File: src/rtl/btn_conditioner_pkg.sv
// Shared constants for the button input stage and the LED shifter that consumes it.
// No logic here; defaults match a 40 MHz core clock with a 1 kHz sample rate.
package btn_conditioner_pkg;

   localparam int unsigned DIV_COUNT_DEFAULT = 40000;
   localparam int unsigned DB_DEPTH_DEFAULT  = 4;
   localparam int unsigned CNT_W_DEFAULT     = 16;
   localparam int unsigned PRESS_W           = 8;

endpackage

File: src/rtl/clk_en_div.sv
// Clock-enable divider: tick high for one cycle every DIV_COUNT cycles, first in cycle DIV_COUNT-1.
// Latency: tick decoded straight from the count register; no backpressure (free-running).
module clk_en_div
   import btn_conditioner_pkg::*;
#(
   parameter int unsigned DIV_COUNT = DIV_COUNT_DEFAULT,
   parameter int unsigned CNT_W     = CNT_W_DEFAULT
) (
   input  logic clk,
   input  logic rst,
   output logic tick
);

   localparam logic [CNT_W-1:0] LAST = CNT_W'(DIV_COUNT - 1);

   logic [CNT_W-1:0] cnt;

   always_ff @(posedge clk) begin
      if (rst) begin
         cnt <= '0;
      end else if (cnt == LAST) begin
         cnt <= '0;
      end else begin
         cnt <= cnt + CNT_W'(1);
      end
   end

   // Gated by rst so a divide-by-1 instance stays quiet while reset is held.
   assign tick = (cnt == LAST) && !rst;

endmodule

File: src/rtl/btn_conditioner.sv
// Raw push-button to clean tick/level/pulse/toggle/press_cnt; level settles 2 + up to DB_DEPTH*DIV_COUNT cycles after the raw edge.
// No backpressure: outputs are registered strobes/levels the shifter samples as it likes.
module btn_conditioner
   import btn_conditioner_pkg::*;
#(
   parameter int unsigned DIV_COUNT = DIV_COUNT_DEFAULT,
   parameter int unsigned CNT_W     = CNT_W_DEFAULT,
   parameter int unsigned DB_DEPTH  = DB_DEPTH_DEFAULT
) (
   input  logic               clk,
   input  logic               rst,
   input  logic               btn_raw,
   output logic               tick,
   output logic               level,
   output logic               pulse,
   output logic               toggle,
   output logic [PRESS_W-1:0] press_cnt
);

   logic                btn_meta;
   logic                btn_s;
   logic [DB_DEPTH-1:0] sh;
   logic [DB_DEPTH-1:0] sh_next;

   clk_en_div #(
      .DIV_COUNT (DIV_COUNT),
      .CNT_W     (CNT_W)
   ) u_div (
      .clk  (clk),
      .rst  (rst),
      .tick (tick)
   );

   always_comb begin
      sh_next = {sh[DB_DEPTH-2:0], btn_s};
   end

   always_ff @(posedge clk) begin
      if (rst) begin
         btn_meta  <= 1'b0;
         btn_s     <= 1'b0;
         sh        <= '0;
         level     <= 1'b0;
         pulse     <= 1'b0;
         toggle    <= 1'b0;
         press_cnt <= '0;
      end else begin
         btn_meta <= btn_raw;
         btn_s    <= btn_meta;
         pulse    <= 1'b0;
         if (tick) begin
            sh <= sh_next;
            // A press is the all-ones window seen while level is still low,
            // so pulse stays single-cycle even when a tick arrives every cycle.
            if (&sh_next) begin
               level <= 1'b1;
               if (!level) begin
                  pulse     <= 1'b1;
                  toggle    <= ~toggle;
                  press_cnt <= press_cnt + PRESS_W'(1);
               end
            end else if (~|sh_next) begin
               level <= 1'b0;
            end
         end
      end
   end

endmodule

File: config.mk
export PLATFORM = sky130hd
export DESIGN_NAME = btn_conditioner
export DESIGN_NICKNAME = d
export VERILOG_FILES = /design/src/rtl/btn_conditioner_pkg.sv /design/src/rtl/clk_en_div.sv /design/src/rtl/btn_conditioner.sv
export SDC_FILE = /design/constraint.sdc
export NUM_CORES = 1
export LEC_CHECK = 0
export CORE_ASPECT_RATIO = 0.75
export CORE_MARGIN = 2
export CORE_UTILIZATION = 45
export DETAILED_ROUTE_END_ITERATION = 10
export HOLD_SLACK_MARGIN = 0.08
export PLACE_DENSITY = 0.72
export SLEW_MARGIN = 20
export SYNTH_ARGS = -nofsm -noshare
export SYNTH_HDL_FRONTEND = slang
export SYNTH_SLANG_ARGS = --single-unit
File: constraint.sdc
create_clock -name clk -period 5.6 [get_ports clk]
set_input_delay 1.12 -clock clk [delete_from_list [all_inputs] [get_ports clk]]
set_output_delay 1.12 -clock clk [all_outputs]
set_load 0.05 [all_outputs]
==> results of run 1 <==
-- critical path, delay by kind of cell, from the launching register on --
family	cells	cell delay (ps)
and+or+nand+nor	3	1660
buffers and inverters	1	880
DFF	1	350
-- where the power goes --
group / leakage, nW / internal (mW) / switching, mW
clock: 0.0552 / 0.132 / 0.0836
combinational: 0.223 / 0.00429 / 0.00599
sequential: 0.259 / 0.230 / 0.00214
-- cells by family (layout without fill, tap and decap cells) --
logic type                 after synthesis  after routing  share of synthesized area, %
AOI/OAI and AO/OA                       27             27                          12.2
and+or+nand+nor                         69             69                          28.4
buffers and inverters                   13             29                          4.50
xor gates and xnor gates                13             13                          8.02
adders and majority gates                2              2                          1.76
DFF                                     32             32                          45.1
-- cell usage after synthesis, drive strengths merged --
library cell   n
a22o           3
inv            6
and4           2
or4            5
ha             2
nor2b          2
nor3           5
nor2          20
a31oi          1
and2           1
nand2          3
a31o           1
and3           1
or3            6
dfxtp         32
o31ai          5
or2            1
nor4           7
and4b          1
or4b           2
a311oi         1
a211oi         1
o21ai          4
xor2           1
clkbuf         5
xnor2         12
buf            2
nand3          9
a21o           1
a21oi         10
nand4          4
-- stage by stage --
stage	setup WS, ps	util (%)
2_1_floorplan	2360	-
3_3_place_gp	1460	52.8
3_5_place_dp	1450	52.8
4_1_cts	1320	56.4
5_1_grt	1190	56.4
6_report	1300	56.4
-- metal layers --
layer	GRT usage (%)	vias to the layer above	share of wire, %
li1	-	595	-
met1	22.9	553	47
met2	29.5	35	45
met3	6.24	12	5.8
met4	11.8	0	2.7
met5	0	-	0
-- worst paths after layout --
path | start | end | slack, ps
setup reg to reg | u_div.cnt[0] | press_cnt[4] | 3240
hold reg to reg | u_div.cnt[0] | u_div.cnt[0] | 470
setup / recovery | u_div.cnt[7] | tick | 1300
hold / removal | u_div.cnt[0] | u_div.cnt[0] | 470
-- flip-flops by register name, indices dropped and copies added, names as in the netlist --
name       flops
btn_s          1
press_cnt      8
pulse          1
btn_meta       1
toggle         1
u_div.cnt     16
level          1
sh             3
-- layout make-up --
cell class	instances	area, sq um	share of cell area [%]
multi-input combinational	111	714	42.5
sequential	32	641	38.1
timing repair buffer	15	148	8.79
clock buffer	6	72.6	4.32
tap	38	47.5	2.83
clock inverter	2	35.0	2.08
inverter	6	22.5	1.34
==> flow_metrics.py, run 1 <==
metrics = {
    "finish": {
        "design.final.nets": 176,
        "fin_cells": 210,
        "antenna_cells": 0,
        "fin_area_sq_mm": 0.00168,
        "syn_to_final_growth_pct": 18.4,
        "mostFrequentLayoutCells": "32 x dfxtp_1, 20 x nor2_1, 14 x clkdlybuf4s50_1",
        "drive_gt1_share_pct": 7.56,
        "layout_commonest_cell": "dfxtp_1",
        "fill_cells": 264,
    },
    "sta": {
        "fin_crit_sh_pct": 76.8,
        "worstMarginPinSlew_ps": 526,
        "max_freq_ghz": 0.233,
        "maxSlewViolCount": 0,
        "setup_violations": 0,
        "max-slew-margin-rel_pct": 64.9,
        "fin_hold_ws_ps": 471,
        "grt_setup_unrepaired": "false",
        "period_minus_slack_ps": 4300,
        "finalClockSkew_ps": 3.58,
        "hold_violations": 0,
        "fin_setup_tns_ps": 0,
    },
    "worst_setup_path": {
        "crit_required_ps": 4480,
        "worstSetupStartpointType": "register",
        "path_max_fanout": 17,
        "path_class": "reg2out",
        "arrival_ps": 3180,
        "slowest_stage": "clkdlybuf4s50_1",
        "worstRegToRegCells": 5,
        "path_cells": "or4b_4 > or3_1 > nor4_4 > clkdlybuf4s50_1",
        "crit_path_end_kind": "output pin",
        "max_stage_delay_ps": 880,
    },
    "clock_tree": {
        "htree_levels": 2,
        "cts_hold_buf": 0,
        "worstSkewPairLatency_ps": 290,
        "cts-resized-gates": 0,
        "cts_buffers": 5,
        "clockBufferDepth": 2,
        "post-cts-setup-buffers": 0,
        "clkTransAtPathRegs_ps": 60,
        "cts_tree": "yes",
        "cts.sinks": 32,
        "clockRootBuffer": "clkbuf_8",
    },
    "place": {
        "placed_area_sq_mm": 0.00157,
        "place_congestion": 0.833,
        "place_hpwl_um": 2010,
        "dpl.cell_count": 202,
        "port_buffers": 14,
    },
    "floorplanning": {
        "initial_core_util_pct": 47.6,
        "fp.dieArea_sq_mm": 0.00362,
        "rows": 17,
        "die_width_um": 68.8,
        "fp.dieH_um": 52.6,
        "core_sq_mm": 0.00298,
        "ios": 15,
    },
    "power": {
        "p_leak_nw": 0.536,
        "power_mw": 0.458,
        "ir_worst_vdd_v": 0.000225,
        "powerDensity_mw_per_mm2": 273,
    },
    "logic_synthesis": {
        "syn_inst": 156,
        "ys_seq_area_share_pct": 45.1,
        "synth_top_cell_by_area": "dfxtp_1",
        "synth_top_area_share_pct": 45.1,
        "syn_area_per_cell_sq_um": 9.10,
        "yosys_register_bits": 32,
        "yosys_warnings": 0,
        "syn_area_sq_mm": 0.00142,
        "synthTopCellsByArea": "dfxtp_1 45%, xnor2_1 7.4%, nor2_1 5.3%, a21oi_1 3.5%, nand3_1 2.8%",
        "ys_types": 34,
        "synth_nets": 161,
    },
    "route": {
        "drtAntennaViolNets": 0,
        "drtIter0Drc": 67,
        "routed_wl_um": 2910,
        "wl_per_cell_um": 13.8,
        "drt-vias-per-instance": 5.69,
        "vias": 1195,
        "drc": 0,
        "drt-pass1-iter-count": 4,
    },
    "grt": {
        "antenna_found_initial": 0,
        "grt_pass1_wl_um": 4960,
        "grt_overflow_total": 0,
        "grt_pass1_vias": 1158,
        "grt_usage_pct": 19.1,
        "grt_max_degree": 21,
    },
    "min_path": {
        "hold_class": "reg2reg",
        "hold_depth": 1,
    },
    "run_status": {
        "status": "finished clean",
    },
    "flow_run": {
        "drv_cap": 0,
    },
}
(Power assumes the default switching activity.)
==> inputs of run 2 (changes only) <==
--- a/config.mk
+++ b/config.mk
@@ -10,7 +10,7 @@
 export CORE_UTILIZATION = 45
 export DETAILED_ROUTE_END_ITERATION = 10
 export HOLD_SLACK_MARGIN = 0.08
-export PLACE_DENSITY = 0.72
+export PLACE_DENSITY = 0.74
 export SLEW_MARGIN = 20
 export SYNTH_ARGS = -nofsm -noshare
 export SYNTH_HDL_FRONTEND = slang
==> constraint.sdc (replaced) <==
create_clock -name clk -period 3.5 [get_ports clk]
set_input_delay 0.7 -clock clk [delete_from_list [all_inputs] [get_ports clk]]
set_output_delay 0.7 -clock clk [all_outputs]
set_load 0.05 [all_outputs]
==> run 2 against run 1 <==
Sequential power rose by 60%. Global-route usage fell by 0.85 points. Count of clock-buffer cells in the layout rose by 2. Hold slack got worse by 30 ps. Setup slack got worse by 1000 ps. Power rose by 46%. Critical path depth did not move. Cell count did not move. Largest power group unchanged.
==> flow_metrics.py, run 2 (synthesis results as in run 1) <==
metrics = {
    "finish": {
        "fin_cells": 210,
        "regMostFlops": "u_div.cnt",
        "reg_top3": "u_div.cnt: 16 flops, press_cnt: 8 flops, sh: 3 flops",
        "design.final.nets": 176,
        "register_area_sq_um": 641,
        "largest_reg_flops": 16,
        "fin_util_pct": 56.2,
        "drive_gt1_share_pct": 7.56,
        "mostFrequentLayoutCells": "32 x dfxtp_1, 20 x nor2_1, 13 x clkdlybuf4s50_1",
        "fill_cells": 260,
        "antenna_cells": 0,
        "layout_commonest_cell": "dfxtp_1",
        "syn_to_final_growth_pct": 17.9,
        "multi_input_area_sq_um": 714,
    },
    "route": {
        "drc": 0,
        "drtAntennaViolNets": 0,
        "drt-pass1-iter-count": 4,
        "wl_per_cell_um": 13.1,
        "routed_wl_um": 2760,
        "drt-vias-per-instance": 5.56,
        "drtIter0Drc": 63,
        "vias": 1168,
    },
    "power": {
        "ir_worst_vdd_v": 0.000228,
        "powerDensity_mw_per_mm2": 400,
        "p_leak_nw": 0.531,
    },
    "sta": {
        "setup_violations": 0,
        "hold_violations": 0,
        "fin_crit_sh_pct": 92.4,
        "max_freq_ghz": 0.309,
        "finalClockSkew_ps": 8.32,
        "maxSlewViolCount": 0,
        "setup_slack_ps": 266,
        "max-slew-margin-rel_pct": 63.3,
        "worstMarginPinSlew_ps": 550,
        "period_minus_slack_ps": 3230,
        "fin_setup_tns_ps": 0,
        "grt_setup_unrepaired": "false",
    },
    "grt": {
        "grt_overflow_total": 0,
        "grt_pass1_wl_um": 4790,
        "grt_pass1_vias": 1050,
        "grt_max_degree": 18,
        "grt_usage_pct": 18.3,
        "antenna_found_initial": 0,
    },
    "floorplanning": {
        "ios": 15,
        "die_width_um": 68.8,
        "core_sq_mm": 0.00298,
        "rows": 17,
        "fp.dieArea_sq_mm": 0.00362,
        "fp.dieH_um": 52.6,
        "initial_core_util_pct": 47.6,
    },
    "clock_tree": {
        "cts.sinks": 32,
        "clockRootBuffer": "clkbuf_8",
        "worstSkewPairLatency_ps": 280,
        "cts_tree": "yes",
        "post-cts-setup-buffers": 0,
        "htree_levels": 2,
        "cts_buffers": 5,
        "cts-resized-gates": 0,
        "clkTransAtPathRegs_ps": 60,
        "clockBufferDepth": 2,
        "cts_hold_buf": 0,
    },
    "run_status": {
        "status": "finished clean",
    },
    "place": {
        "place_hpwl_um": 1970,
        "port_buffers": 14,
        "dpl.cell_count": 202,
        "pre_cts_ws_ps": 578,
        "place_congestion": 0.840,
    },
    "worst_setup_path": {
        "arrival_ps": 2530,
        "rrSetupSlack_ps": 1130,
        "worstSetupStartpointType": "register",
        "path_class": "reg2out",
        "r2r-end": "press_cnt[5]",
        "r2r-start": "u_div.cnt[0]",
        "worstRegToRegCells": 5,
        "path_max_fanout": 17,
        "crit_required_ps": 2800,
        "crit_path_end_kind": "output pin",
    },
    "flow_run": {
        "drv_cap": 0,
    },
    "min_path": {
        "hold_class": "reg2reg",
        "hold_depth": 1,
        "whs_endpoint": "btn_s",
        "timing.hold.worst.start": "btn_meta",
    },
}
## run 2: changes by cell type in the layout (fill, tap and decap cells not counted)
cell and delta:
buf_12 +1, bufinv_16 -1, clkbuf_1 +1, clkbuf_8 +1, clkdlybuf4s50_1 -1, clkinv_2 -1
## run 2: worst max-delay path, stage by stage (launching register included)
cell and delay (ps):
dfxtp_1 340, or4b_4 560, or3_1 610, nor4_4 550, buf_12 200
## run 2: stage by stage
step	total power [mW]	hold WS (ps)	instance area, sq um
after floorplan	0.390	414	1420
after global placement	0.395	426	1580
after detailed placement	0.397	434	1580
after CTS	0.677	449	1670
after global routing	0.703	457	1670
final	0.669	441	1670
## run 2: report_power, final
group	internal (mW)	switching, mW
Combinational	0.00696	0.00949
Clock	0.160	0.121
Sequential	0.368	0.00322
Total	0.535	0.134
## run 2: per-layer routing
layer,track usage [%],up-vias,routed length [um]
met1,25.2,543,1400
met4,8.50,0,31
met5,0,-,0
met3,5.81,4,116
met2,25.6,24,1210
li1,-,597,-
## run 2: cell type report
| class | instances | share of cell area, % |
|---|---|---|
| Timing Repair Buffer | 15 | 9.42 |
| Clock buffer | 8 | 5.39 |
| Multi-Input combinational cell | 111 | 42.7 |
| Inverter | 6 | 1.35 |
| Tap cell | 38 | 2.84 |
| Sequential cell | 32 | 38.3 |
## run 2: worst max path at each step
stage,from,to,slack [ps],depth (start not counted)
6_report,u_div.cnt[7],tick,270,4
5_1_grt,u_div.cnt[7],tick,150,4
4_1_cts,u_div.cnt[7],tick,290,4
3_5_place_dp,u_div.cnt[7],tick,580,4
3_3_place_gp,u_div.cnt[7],tick,640,4
2_1_floorplan,u_div.cnt[7],tick,690,4
